File: config.mk
export PLATFORM = sky130hd
export DESIGN_NAME = dmem_arbiter
export DESIGN_NICKNAME = d
export VERILOG_FILES = /design/src/rtl/dmem_pkg.sv /design/src/rtl/dmem_arbiter_rr_arb2.sv /design/src/rtl/dmem_arbiter.sv
export SDC_FILE = /design/constraint.sdc
export NUM_CORES = 1
export LEC_CHECK = 0
export CAP_MARGIN = 20
export CORE_UTILIZATION = 42
export DETAILED_ROUTE_END_ITERATION = 7
export PLACE_DENSITY = 0.92
export SYNTH_ARGS = -nofsm -noshare
export SYNTH_HDL_FRONTEND = slang
export SYNTH_SLANG_ARGS = --single-unit
File: constraint.sdc
create_clock -name clk -period 3.65 [get_ports clk]
set_input_delay 0.9125 -clock clk [delete_from_list [all_inputs] [get_ports clk]]
set_output_delay 0.9125 -clock clk [all_outputs]
set_load 0.01 [all_outputs]
File: src/rtl/dmem_pkg.sv
// Shared types and constants for the data-memory arbiter.
// State encoding, requester indices and the access legality check.
package dmem_pkg;

    typedef enum logic [1:0] {
        IDLE   = 2'd0,
        ACCESS = 2'd1,
        RESP   = 2'd2
    } state_e;

    localparam logic PORT_CPU = 1'b0;
    localparam logic PORT_DMA = 1'b1;

    localparam int unsigned WAIT_CYCLES_DEF = 2;
    localparam int unsigned DEPTH_DEF       = 256;
    localparam int unsigned CNT_W           = 4;

    // Misaligned words and words running past the end of memory are rejected.
    function automatic logic addr_illegal(
        input logic [31:0] addr,
        input int unsigned depth
    );
        logic [31:0] last_ok;
        last_ok = 32'(depth - 4);
        return (addr[1:0] != 2'b00) || (addr > last_ok);
    endfunction

endpackage

File: src/rtl/dmem_arbiter_rr_arb2.sv
// Two-way round-robin picker for the data-memory arbiter.
// On a tie the requester that was not granted last wins.
module rr_arb2 (
    input  logic [1:0] req,
    input  logic       last,
    output logic       gnt,
    output logic       valid
);

    always_comb begin
        gnt   = 1'b0;
        valid = |req;
        unique case (req)
            2'b01:   gnt = 1'b0;
            2'b10:   gnt = 1'b1;
            2'b11:   gnt = ~last;
            default: gnt = 1'b0;
        endcase
    end

endmodule

File: src/rtl/dmem_arbiter.sv
// Arbitrates a CPU data port and a DMA/debug port onto one word memory.
// Transactions are latched at grant and run IDLE -> ACCESS -> RESP.
module dmem_arbiter
    import dmem_pkg::*;
#(
    parameter int unsigned WAIT_CYCLES = WAIT_CYCLES_DEF,
    parameter int unsigned DEPTH       = DEPTH_DEF
) (
    input  logic        clk,
    input  logic        rst_n,
    input  logic        p0_req,
    input  logic        p0_we,
    input  logic [31:0] p0_addr,
    input  logic [31:0] p0_wdata,
    output logic        p0_ack,
    output logic        p0_err,
    input  logic        p1_req,
    input  logic        p1_we,
    input  logic [31:0] p1_addr,
    input  logic [31:0] p1_wdata,
    output logic        p1_ack,
    output logic        p1_err,
    output logic [31:0] rdata,
    output logic [31:0] mem_addr,
    output logic [31:0] mem_wdata,
    output logic        mem_read,
    output logic        mem_write,
    input  logic [31:0] mem_rdata,
    output logic        busy
);

    localparam logic [CNT_W-1:0] CNT_LOAD = CNT_W'(WAIT_CYCLES - 1);

    state_e           state_q;
    logic [CNT_W-1:0] cnt_q;
    logic             last_q;
    logic             port_q;
    logic             we_q;
    logic [31:0]      addr_q;
    logic [31:0]      wdata_q;
    logic [31:0]      rdata_q;
    logic             ack0_q;
    logic             ack1_q;
    logic             err0_q;
    logic             err1_q;
    logic             rd_q;
    logic             wr_q;
    logic             busy_q;

    logic             gnt;
    logic             gnt_valid;
    logic             sel_we_d;
    logic [31:0]      sel_addr_d;
    logic [31:0]      sel_wdata_d;
    logic             illegal_d;

    rr_arb2 u_rr (
        .req   ({p1_req, p0_req}),
        .last  (last_q),
        .gnt   (gnt),
        .valid (gnt_valid)
    );

    always_comb begin
        sel_we_d    = p0_we;
        sel_addr_d  = p0_addr;
        sel_wdata_d = p0_wdata;
        if (gnt == PORT_DMA) begin
            sel_we_d    = p1_we;
            sel_addr_d  = p1_addr;
            sel_wdata_d = p1_wdata;
        end
        illegal_d = addr_illegal(sel_addr_d, DEPTH);
    end

    always_ff @(posedge clk) begin
        if (!rst_n) begin
            state_q <= IDLE;
            cnt_q   <= '0;
            last_q  <= PORT_DMA;
            port_q  <= PORT_CPU;
            we_q    <= 1'b0;
            addr_q  <= '0;
            wdata_q <= '0;
            rdata_q <= '0;
            ack0_q  <= 1'b0;
            ack1_q  <= 1'b0;
            err0_q  <= 1'b0;
            err1_q  <= 1'b0;
            rd_q    <= 1'b0;
            wr_q    <= 1'b0;
            busy_q  <= 1'b0;
        end else begin
            ack0_q <= 1'b0;
            ack1_q <= 1'b0;
            err0_q <= 1'b0;
            err1_q <= 1'b0;
            unique case (state_q)
                IDLE: begin
                    if (gnt_valid) begin
                        last_q  <= gnt;
                        port_q  <= gnt;
                        we_q    <= sel_we_d;
                        addr_q  <= sel_addr_d;
                        wdata_q <= sel_wdata_d;
                        busy_q  <= 1'b1;
                        if (illegal_d) begin
                            // Rejected: respond next cycle, never touch memory.
                            state_q <= RESP;
                            rdata_q <= '0;
                            ack0_q  <= (gnt == PORT_CPU);
                            ack1_q  <= (gnt == PORT_DMA);
                            err0_q  <= (gnt == PORT_CPU);
                            err1_q  <= (gnt == PORT_DMA);
                        end else begin
                            state_q <= ACCESS;
                            cnt_q   <= CNT_LOAD;
                            rd_q    <= ~sel_we_d;
                            wr_q    <= sel_we_d;
                        end
                    end
                end
                ACCESS: begin
                    if (cnt_q == '0) begin
                        state_q <= RESP;
                        rd_q    <= 1'b0;
                        wr_q    <= 1'b0;
                        ack0_q  <= (port_q == PORT_CPU);
                        ack1_q  <= (port_q == PORT_DMA);
                        if (!we_q) begin
                            rdata_q <= mem_rdata;
                        end
                    end else begin
                        cnt_q <= cnt_q - 1'b1;
                    end
                end
                RESP: begin
                    state_q <= IDLE;
                    busy_q  <= 1'b0;
                end
                default: begin
                    state_q <= IDLE;
                    rd_q    <= 1'b0;
                    wr_q    <= 1'b0;
                    busy_q  <= 1'b0;
                end
            endcase
        end
    end

    assign p0_ack    = ack0_q;
    assign p1_ack    = ack1_q;
    assign p0_err    = err0_q;
    assign p1_err    = err1_q;
    assign rdata     = rdata_q;
    assign mem_addr  = addr_q;
    assign mem_wdata = wdata_q;
    assign mem_read  = rd_q;
    assign mem_write = wr_q;
    assign busy      = busy_q;

endmodule

## Yosys cells after proc, flatten, opt, wreduce, memory -nomap -nowiden

Cells that the tools add are included.

| cells by class | value |
|---|---|
| $lt $le $gt $ge | 1 |
| equal/unequal tests | 10 |
| $add $sub $neg | 1 |
| bitwise operators | 6 |
| muxes and demuxes | 34 |
| reductions and logical operators | 13 |

Operators with widths:

| kind | number |
|---|---|
| two-way mux 32 bit | 6 |
| one-hot mux 32 bit (2 select lines) | 1 |
| greater-than comparator 32 x 8 -> 1 bit, second input constant | 1 |
| two-way mux 1 bit | 13 |
| two-way mux 4 bit | 3 |
| != test 2 bit, second input constant | 6 |
| one-hot mux 1 bit (2 select lines) | 4 |
| one-hot mux 4 bit (2 select lines) | 1 |
| AND reduction 2 bit | 4 |
| AND reduction 4 bit | 2 |
| equality test 2 bit, second input constant | 3 |
| two-way mux 2 bit | 3 |
| inverter 1 bit | 6 |
| one-hot mux 1 bit (3 select lines) | 2 |
| AND reduction 5 bit | 1 |
| zero test 4 bit | 1 |
| one-hot mux 2 bit (2 select lines) | 1 |
| nonzero test 2 bit | 2 |
| subtractor 4 x 1 -> 4 bit, second input constant | 1 |
| equality test 2 x 1 -> 1 bit, second input constant | 1 |
| zero test 2 bit | 1 |
| OR reduction 2 bit | 1 |
| logical OR 1 bit | 1 |

| word-level totals | value |
|---|---|
| register bits | 112 |
| output and inout bits | 103 |
| word-level logic and storage cells | 80 |
| bits of input ports | 166 |

## Logic depth before layout (Yosys ltp)

Gate-level depths: netlist of run 1.

| logic depth | value |
|---|---|
| depth in word-level cells | 8 |
| depth in mapped cells | 8 |
| mapped depth without buffers | 7 |

## Modules after synthesis

Synthesis of run 1 repeated with hierarchy kept, for this count alone.

| unflattened totals | value |
|---|---|
| cells, all modules | 566 |
| area, all modules | 5599.1 µm² |

By module, submodules not included:

| module | cells an instance | area an instance (µm²) | sequential area each (µm²) | times used |
|---|---|---|---|---|
| dmem_arbiter | 564 | 5585.4 | 2242.2 | 1 |
| rr_arb2 | 2 | 13.8 | 0.0 | 1 |

## Worst setup path before layout of run 1

OpenSTA, ideal clock, no wires.

| timing | value |
|---|---|
| path kind | input to register |
| start | input port p1_req |
| end | register rdata_q[10], in the netlist rdata[10] |
| setup time | 0.059 ns |
| arrival time | 2.116 ns |
| data required time | 3.591 ns |
| path buffers | 2 |
| stages | 7 |
| path slack | 1.475 ns |
| path through | a21boi_1 buf_6 nand4b_1 o22a_2 a21oi_4 buf_6 a22o_1 |

| on the way | value |
|---|---|
| cells in the longest elaborated chain, start to end | 7 |
| elaborated cells on any way between the ends | 11 |
| those cells by class | 1 x order compare; 4 x eq/ne; 2 x mux; 4 x reduce/logical |

Ends and longest elaborated chain:

| what | RTL line | text |
|---|---|---|
| from (decl) | dmem_arbiter.sv:17 | `input logic p1_req,` |
| equality test 2 bit | dmem_arbiter_rr_arb2.sv:13 | `unique case (req)` |
| one-hot mux 1 bit (2 select lines) | dmem_arbiter_rr_arb2.sv:13 |  |
| two-way mux 32 bit | dmem_arbiter.sv:68 | `if (gnt == PORT_DMA) begin` |
| greater-than comparator 32 x 8 -> 1 bit or nonzero test 2 bit (tied branches) | dmem_pkg.sv:25 | `return (addr[1:0] != 2'b00) \|\| (addr > last_ok);` |
| logical OR 1 bit | dmem_pkg.sv:25 |  |
| != test 2 bit (no source line) | -- |  |
| AND reduction 5 bit (no source line) * | -- |  |
| to (signal assigned) | dmem_arbiter.sv:131 | `rdata_q <= mem_rdata;` |
| to (decl) | dmem_arbiter.sv:41 | `logic [31:0] rdata_q;` |

Every way passes the cells marked *; elsewhere a longest branch is shown, timed or not.
A chain may end at the register's enable or synchronous reset.

## Worst setup path after layout of run 1

| timing | value |
|---|---|
| start | input port p1_addr[14] |
| end | register rdata_q[4], in the netlist rdata[4] |

| on the way | value |
|---|---|
| cells in the longest elaborated chain, start to end | 5 |

Ends and longest elaborated chain:

| what | RTL line | text |
|---|---|---|
| from (decl) | dmem_arbiter.sv:19 | `input logic [31:0] p1_addr,` |
| two-way mux 32 bit | dmem_arbiter.sv:68 |  |
| greater-than comparator 32 x 8 -> 1 bit | dmem_pkg.sv:25 |  |
| logical OR 1 bit | dmem_pkg.sv:25 |  |
| != test 2 bit (no source line) | -- |  |
| AND reduction 5 bit (no source line) | -- |  |

Every way passes these cells.

==> impl_metrics.py, run 1 <==
metrics = {
    "global_routing": {
        "grt_pass1_wl_mm": 22.2,
        "antenna_found_initial": 0,
        "grt_pass1_vias": 4464,
        "overflow": 0,
        "grt_max_degree": 74,
        "gr-usage-all-layers_pct": 24.6,
    },
    "timing": {
        "fmax_mhz": 344,
        "slew_viol_final": 0,
        "setup_viol": 0,
        "min_period_ns": 2.91,
        "fin_setup_tns_ns": 0,
        "slew_headroom_pct": 55.1,
        "clock-skew-final_ns": 0.00623,
        "hold_viol": 0,
        "grt_setup_unrepaired": "no",
        "final.period_utilization_pct": 79.7,
        "worst_pin_slew_ns": 0.668,
    },
    "synth": {
        "seq_area_frac_synth_pct": 47.2,
        "synth_cells": 453,
        "synth_edf_count": 0,
        "syn_area_per_cell_um2": 10.5,
        "ys_ff_latch": 112,
        "synth_area_um2": 4750,
        "synth_flop_cell": "dfxtp_1",
        "synth_fp_nets": 620,
        "synth_cell_types": 42,
        "yosys_warnings": 0,
        "async_reset_ff_share_pct": 0,
    },
    "placement": {
        "io_buffer_count": 268,
        "hpwl_mm": 11.3,
        "dp.cells": 827,
        "globalplace.congestion": 0.930,
        "post_dp_cell_area_um2": 7480,
    },
    "power_and_ir_drop": {
        "p_switching_uw": 763,
        "p_comb_share_pct": 22.0,
        "ir_drop_uv": 379,
        "seqPwrFrac_pct": 44.9,
        "leakagePower_uw": 0.00348,
        "powerDensity_nw_per_um2": 385,
        "switching_share_pct": 25.5,
        "p_clk_share_pct": 33.1,
        "internal_power_uw": 2240,
    },
    "clocking": {
        "cts.sinks": 112,
        "cts_root_buf": "clkbuf_16",
        "cts_resized": 0,
        "numCtsBuffers": 9,
        "hold_buffers": 0,
        "htreeDepth": 3,
        "clkTransAtPathRegs_ns": 0.07,
        "clk_path_buf_depth": 2,
        "post-cts-setup-buffers": 0,
        "cts_tree": "built",
        "worst_skew_pair.late_latency_ns": 0.34,
    },
    "drt": {
        "drt_iter0_drc": 217,
        "drt_wl_total_mm": 14.8,
        "routedWlPerCell_um": 17.5,
        "drc": 0,
        "drtAntennaViolNets": 0,
        "dr.pass1.iters": 5,
        "vias": 4531,
        "routed_via_density": 5.37,
    },
    "floorplanning": {
        "coreArea_um2": 10900,
        "rows": 38,
        "io_pins": 269,
        "dieArea_um2": 11700,
        "die_h_um": 108,
        "start_util_pct": 43.5,
        "die_x_um": 108,
    },
    "worst_setup_path": {
        "startpoint_type": "primary input",
        "cpLargestDelayFamily": "simple AND/OR/NAND/NOR gates",
        "cp_data_required_time_ns": 3.93,
        "endpoint_kind": "flip-flop",
        "path_max_fanout": 32,
        "cp_slowest_cell": "nor4_1",
        "critPathBufInv": 2,
        "cp.arrival_ns": 3.19,
        "critPathKind": "in -> reg",
        "crit_chain": "clkdlybuf4s50_1 > nor4_1 > nand4_1 > o22a_2 > a21oi_4 > buf_4 > a22o_1",
        "slowest_delay_ns": 0.62,
    },
    "min_path": {
        "min_path_type": "reg -> reg",
    },
    "final_layout": {
        "syn_to_final_growth_pct": 63.9,
        "mostFrequentLayoutCells": "267 x clkdlybuf4s50_1, 112 x dfxtp_1, 70 x nand2_1",
        "design_area_um2": 7790,
        "nets": 866,
        "layoutNonFillerInstCount": 843,
        "n_antenna_cell": 0,
        "drive_above_1_share_pct": 4.13,
        "nFillCells": 778,
        "final_core_util_pct": 71.3,
        "mostFrequentLayoutCell": "clkdlybuf4s50_1",
    },
    "status": {
        "status": "finished, final reports clean",
    },
    "run": {
        "maxCapViolations": 0,
    },
}
synthesized netlist by cell type, drive strengths merged, types with 2 or more instances:
cell type / instances / area share [%]
buf: 27 / 3.4
o22ai: 2 / 0.26
a22o: 32 / 5.9
xor2: 2 / 0.37
inv: 3 / 0.24
nor2b: 4 / 0.53
clkbuf: 12 / 0.95
o211a: 65 / 14
nor2: 10 / 0.79
dfxtp: 112 / 47
and3: 2 / 0.26
or2: 2 / 0.26
a21oi: 3 / 0.55
o21a: 2 / 0.32
nor4: 12 / 1.6
mux2i: 65 / 14
nand3: 2 / 0.21
nand4: 3 / 0.39
nor3b: 2 / 0.32
o21ai: 3 / 0.32
nand2b: 2 / 0.26
nand2: 70 / 5.5
final cells by class:
cell class	count	area (um2)	area share, %
clock buffers	9	225	2.89
flip-flops and latches	112	2240	28.8
well taps	140	175	2.25
repair buffers	274	2760	35.3
clock inverters	6	77.6	0.995
multi-input cells	299	2310	29.6
inverters	3	11.3	0.144
final timing paths:
| path | start | endpoint | slack [ns] | cells past startpoint |
|---|---|---|---|---|
| setup / recovery | p1_addr[14] | rdata[4] | 0.74 | 7 |
| hold / removal | rdata[21] | rdata[21] | 0.48 | 1 |
| setup reg to reg | state_q[0] | mem_addr[4] | 1.52 | 5 |
| hold reg to reg | rdata[21] | rdata[21] | 0.48 | 1 |
layer usage:
layer / part of all wire, % / vias to the layer above / global-route usage [%]
met5: 0 / - / 0
met4: 2.8 / 0 / 10.5
met3: 10 / 33 / 9.58
met2: 51 / 217 / 44.5
met1: 36 / 2118 / 24.9
li1: - / 2163 / -
metrics by stage:
step	setup slack [ns]	hold slack [ns]	total power [uW]
2_1_floorplan	1.48	0.480	1640
3_3_place_gp	0.460	0.460	2010
3_5_place_dp	0.366	0.463	2030
4_1_cts	0.723	0.485	3030
5_1_grt	0.682	0.500	3130
6_report	0.739	0.483	3000
power by group through the flow:
stage / registers, uW / clock network, uW / logic, uW
final: 1350 / 994 / 660
after global routing: 1350 / 1070 / 706
after CTS: 1340 / 1020 / 665
after detailed placement: 1370 / 0 / 661
after global placement: 1370 / 0 / 644
after floorplan: 1400 / 0 / 238
state kept, by name (all words and copies together) (netlist names):
register and cells:
busy 1, cnt_q 4, last_q 1, mem_addr 32
mem_read 1, mem_wdata 32, mem_write 1, p0_ack 1
p0_err 1, p1_ack 1, p1_err 1, port_q 1
rdata 32, state_q 2, we_q 1
worst register-to-register path: stages, from the launching register on:
cell	delay, ns
dfxtp_1	0.38
nor2_1	0.36
and2_4	0.62
buf_12	0.36
nand2_1	0.15
o211a_1	0.15
cell families (layout without fill, tap and decap cells):
| group | count (synthesis) | count (layout) | synth area share, % |
|---|---|---|---|
| buf+inv | 42 | 292 | 4.58 |
| xor+xnor | 2 | 2 | 0.368 |
| flops | 112 | 112 | 47.2 |
| fa+ha+maj | 1 | 1 | 0.263 |
| simple gates | 116 | 116 | 11.3 |
| mux | 65 | 65 | 13.7 |
| compound gates | 115 | 115 | 22.6 |
(Power assumes the default switching activity.)
==> run 2: changes to the inputs <==
Settings changed: CORE_UTILIZATION 42 to 39, PLACE_DENSITY 0.92 to 0.87.
Clock period 3.65 ns to 2.7 ns, I/O delays scaled along.
==> run 2 against run 1 <==
Worst setup slack worse by 0.43 ns. Combinational power up 37%. Sequential share of layout area down 0.28 points. Global-route usage down 1.0 points. Clock skew up 0.0020 ns. Die area up 7.6%. Critical path type unchanged. Routed wire length up 0.56%. Sequential cell count unchanged.
==> impl_metrics.py, run 2 (same netlist as run 1, synthesis figures left out) <==
metrics = {
    "status": {
        "status": "finished, final reports clean",
    },
    "final_layout": {
        "n_antenna_cell": 0,
        "design_area_um2": 7870,
        "syn_to_final_growth_pct": 65.6,
        "nFillCells": 883,
        "mostFrequentLayoutCells": "267 x clkdlybuf4s50_1, 112 x dfxtp_1, 70 x nand2_1",
        "nets": 870,
        "mostFrequentLayoutCell": "clkdlybuf4s50_1",
        "drive_above_1_share_pct": 4.80,
    },
    "placement": {
        "globalplace.congestion": 0.904,
        "hpwl_mm": 11.3,
        "io_buffer_count": 268,
        "post_dp_cell_area_um2": 7540,
    },
    "floorplanning": {
        "die_x_um": 112,
        "io_pins": 269,
        "start_util_pct": 40.8,
        "coreArea_um2": 11700,
        "dieArea_um2": 12600,
        "rows": 39,
        "die_h_um": 112,
    },
    "run": {
        "maxCapViolations": 0,
    },
    "worst_setup_path": {
        "reg2regPathDepth": 7,
        "path_max_fanout": 32,
        "startpoint_type": "primary input",
        "r2r_setup_slack_ns": 0.79,
        "crit_cells": 8,
        "r2r-start": "cnt_q[0]",
        "r2r_end": "rdata[19]",
        "cp-startpoint": "p1_addr[9]",
        "crit_chain": "clkdlybuf4s50_1 > nor4_1 > buf_4 > nand4_1 > o22a_2 > a21oi_4 > buf_12 > a22o_1",
        "cpLargestDelayFamily": "buffers and inverters",
        "cp.arrival_ns": 2.69,
        "cp_data_required_time_ns": 3.00,
        "slowest_delay_ns": 0.44,
        "cp_slowest_cell": "clkdlybuf4s50_1",
        "endpoint_kind": "flip-flop",
        "critPathKind": "in -> reg",
        "critPathBufInv": 3,
        "crit_path_end": "rdata[19]",
    },
    "timing": {
        "setup_viol": 0,
        "worst_pin_slew_ns": 0.590,
        "clock-skew-final_ns": 0.00822,
        "fin_setup_tns_ns": 0,
        "min_period_ns": 2.40,
        "final.period_utilization_pct": 88.7,
        "hold_viol": 0,
        "fmax_mhz": 417,
        "slew_headroom_pct": 60.6,
        "hold_slack_ns": 0.477,
        "grt_setup_unrepaired": "no",
        "slew_viol_final": 0,
    },
    "clocking": {
        "cts_tree": "built",
        "htreeDepth": 3,
        "post-cts-setup-buffers": 0,
        "clk_path_buf_depth": 2,
        "cts.sinks": 112,
        "clkTransAtPathRegs_ns": 0.08,
        "cts_resized": 0,
        "hold_buffers": 0,
        "worst_skew_pair.late_latency_ns": 0.36,
        "cts_root_buf": "clkbuf_16",
        "numCtsBuffers": 9,
    },
    "power_and_ir_drop": {
        "powerDensity_nw_per_um2": 528,
        "total_power_uw": 4160,
        "leakagePower_uw": 0.00352,
        "ir_drop_uv": 401,
    },
    "global_routing": {
        "grt_max_degree": 61,
        "gr-usage-all-layers_pct": 23.5,
        "overflow": 0,
        "grt_pass1_vias": 4608,
        "antenna_found_initial": 0,
        "grt_pass1_wl_mm": 23.2,
    },
    "drt": {
        "routed_via_density": 5.36,
        "drtAntennaViolNets": 0,
        "vias": 4560,
        "dr.pass1.iters": 5,
        "drt_iter0_drc": 266,
        "routedWlPerCell_um": 17.5,
        "drc": 0,
        "drt_wl_total_mm": 14.9,
    },
    "min_path": {
        "min_path_type": "reg -> reg",
    },
}
run 2: changes by cell type in the layout (fill, tap and decap cells not counted), sizes merged:
cell,previous run,this run
clkinvlp,1,0
clkinv,2,4
buf,7,11
run 2: area by class of cell:
cell class                 instances  area [um2]  area share [%]
timing repair buffer             278        2800            35.6
multi-input combinational        299        2310            29.3
sequential                       112        2240            28.5
clock buffer                       9         225            2.86
tap                              143         179            2.27
clock inverter                     7         103            1.30
inverter                           3        11.3           0.143
run 2: stage by stage:
stage	std cells	utilization (%)	setup slack, ns
global route	851	67.5	0.220
global placement	835	64.7	-0.0215
CTS	851	67.5	0.332
detailed placement	835	64.7	-0.0475
floorplan	453	-	0.763
finish	851	67.5	0.305
run 2: worst min-delay path by stage:
stage | slack, ns | from | depth (start not counted) | to
2_1_floorplan | 0.48 | cnt_q[3] | 2 | cnt_q[3]
3_3_place_gp | 0.46 | busy | 1 | busy
3_5_place_dp | 0.46 | rdata[3] | 1 | rdata[3]
4_1_cts | 0.49 | busy | 1 | busy
5_1_grt | 0.51 | rdata[12] | 1 | rdata[12]
6_report | 0.48 | busy | 1 | busy
run 2: layer usage:
| layer | global-route usage, % | part of all wire, % |
|---|---|---|
| met2 | 41.8 | 51 |
| met1 | 25.3 | 39 |
| met4 | 9.96 | 2.8 |
| met5 | 0 | 0 |
| met3 | 8.48 | 7.7 |
run 2: report_power, final:
part | internal (uW) | total, uW | switching, uW
logic | 544 | 905 | 361
clock network | 753 | 1440 | 682
registers | 1760 | 1820 | 59.5
total | 3050 | 4160 | 1100
==> run 3: changes to the inputs <==
Settings changed: CORE_MARGIN set to 3.
==> run 3 against run 2 <==
Critical path depth did not move. Routed wire length grew 3.3%. Maximum frequency rose by 3.6%. Clock power shrank 8%. Worst hold slack better by 0.0031 ns. Final area about the same. Count of clock-buffer cells in the layout unchanged. Die area grew 7.2%. Core utilization is essentially flat. Critical endpoint is now rdata[2]. Largest power group unchanged. Highest routed layer unchanged.
==> impl_metrics.py, run 3 (same netlist as run 1, synthesis figures left out) <==
metrics = {
    "final_layout": {
        "layoutNonFillerInstCount": 852,
        "multi_input_comb_area_um2": 2310,
        "mostFrequentLayoutCell": "clkdlybuf4s50_1",
        "mostFrequentLayoutCells": "267 x clkdlybuf4s50_1, 112 x dfxtp_1, 70 x nand2_1",
        "syn_to_final_growth_pct": 65.4,
        "n_antenna_cell": 0,
        "ff_latch_area_um2": 2240,
        "nFillCells": 872,
        "nets": 871,
        "drive_above_1_share_pct": 4.94,
    },
    "clocking": {
        "post-cts-setup-buffers": 0,
        "htreeDepth": 3,
        "clk_path_buf_depth": 2,
        "numCtsBuffers": 9,
        "hold_buffers": 0,
        "cts_tree": "built",
        "clkTransAtPathRegs_ns": 0.08,
        "cts.sinks": 112,
        "cts_resized": 0,
        "cts_root_buf": "clkbuf_16",
        "worst_skew_pair.late_latency_ns": 0.36,
    },
    "floorplanning": {
        "io_pins": 269,
        "dieArea_um2": 13600,
        "start_util_pct": 40.8,
        "rows": 39,
        "die_x_um": 116,
        "coreArea_um2": 11700,
        "die_h_um": 116,
    },
    "placement": {
        "hpwl_mm": 11.8,
        "io_buffer_count": 268,
        "dp.cells": 836,
        "globalplace.congestion": 0.949,
    },
    "power_and_ir_drop": {
        "seqPwrFrac_pct": 44.8,
        "switching_share_pct": 27.0,
        "ir_drop_uv": 502,
        "internal_power_uw": 2960,
        "p_clk_share_pct": 32.9,
        "p_switching_uw": 1090,
        "p_comb_share_pct": 22.4,
        "leakagePower_uw": 0.00352,
        "powerDensity_nw_per_um2": 515,
    },
    "worst_setup_path": {
        "cp.arrival_ns": 2.62,
        "path_max_fanout": 32,
        "startpoint_type": "primary input",
        "cp_data_required_time_ns": 3.01,
        "endpoint_kind": "flip-flop",
        "critPathKind": "in -> reg",
    },
    "global_routing": {
        "grt_pass1_wl_mm": 23.5,
        "grt_pass1_vias": 4647,
        "overflow": 0,
        "grt_max_degree": 59,
        "antenna_found_initial": 0,
        "gr-usage-all-layers_pct": 22.2,
    },
    "drt": {
        "drc": 0,
        "routed_via_density": 5.31,
        "drt_iter0_drc": 254,
        "drtAntennaViolNets": 0,
        "vias": 4520,
        "routedWlPerCell_um": 18.0,
        "dr.pass1.iters": 6,
        "drt_wl_total_mm": 15.3,
    },
    "timing": {
        "slew_viol_final": 0,
        "fmax_mhz": 432,
        "slew_headroom_pct": 62.4,
        "worst_pin_slew_ns": 0.563,
        "min_period_ns": 2.31,
        "grt_setup_unrepaired": "no",
        "clock-skew-final_ns": 0.00821,
        "final.period_utilization_pct": 85.6,
        "hold_viol": 0,
        "setup_viol": 0,
        "fin_setup_tns_ns": 0,
    },
    "status": {
        "status": "finished, final reports clean",
    },
    "run": {
        "maxCapViolations": 0,
    },
    "min_path": {
        "min_path_type": "reg -> reg",
    },
}
-- run 3: cell types whose count changed in the layout (fill, tap and decap cells not counted) --
| cell | before | now |
|---|---|---|
| bufinv_16 | 1 | 0 |
| inv_8 | 2 | 1 |
| clkinv_4 | 2 | 1 |
| buf_12 | 4 | 5 |
| clkinvlp_4 | 0 | 1 |
| inv_6 | 0 | 2 |
-- run 3: critical path, stage by stage --
cell             delay [ns]
clkdlybuf4s50_1        0.43
nor4_1                 0.35
buf_4                  0.17
nand4_1                0.07
o22a_2                 0.33
a21oi_4                0.20
buf_12                 0.20
a22o_1                 0.17
-- run 3: worst paths after layout --
check | from | depth (start not counted) | slack [ns] | endpoint
max | p0_addr[14] | 8 | 0.39 | rdata[2]
min | busy | 1 | 0.48 | busy
max reg2reg | cnt_q[0] | 7 | 0.74 | mem_read
min reg2reg | busy | 1 | 0.48 | busy
-- run 3: power by group through the flow --
stage | clock network [uW] | registers, uW | logic, uW
after floorplan | 0 | 1890 | 321
after global placement | 0 | 1850 | 892
after detailed placement | 0 | 1850 | 908
after CTS | 1370 | 1820 | 915
after global routing | 1440 | 1830 | 976
final | 1330 | 1820 | 907
-- run 3: per-stage QoR --
stage | worst slack (ns) | hold WS [ns] | util [%] | instance area [um2] | power [uW]
after floorplan | 0.763 | 0.480 | - | 4750 | 2220
after global placement | 0.0629 | 0.460 | 64.9 | 7560 | 2740
after detailed placement | 0.00310 | 0.464 | 64.9 | 7560 | 2760
after CTS | 0.399 | 0.482 | 67.4 | 7870 | 4100
after global routing | 0.236 | 0.504 | 67.4 | 7870 | 4240
final | 0.388 | 0.480 | 67.4 | 7870 | 4050
-- run 3: final cells by class --
| type | count | area share, % |
|---|---|---|
| inverter | 3 | 0.143 |
| timing repair buffer | 279 | 35.9 |
| sequential | 112 | 28.5 |
| multi-input combinational | 299 | 29.3 |
| clock inverter | 7 | 0.986 |
| clock buffer | 9 | 2.86 |
| tap | 143 | 2.27 |
-- run 3: per-layer routing --
layer	vias to the layer above	part of all wire, %	global-route usage, %
met5	-	0	0
met4	0	2.9	8.20
met3	35	10	10.7
met2	202	51	38.3
met1	2115	36	23.6
li1	2168	-	-
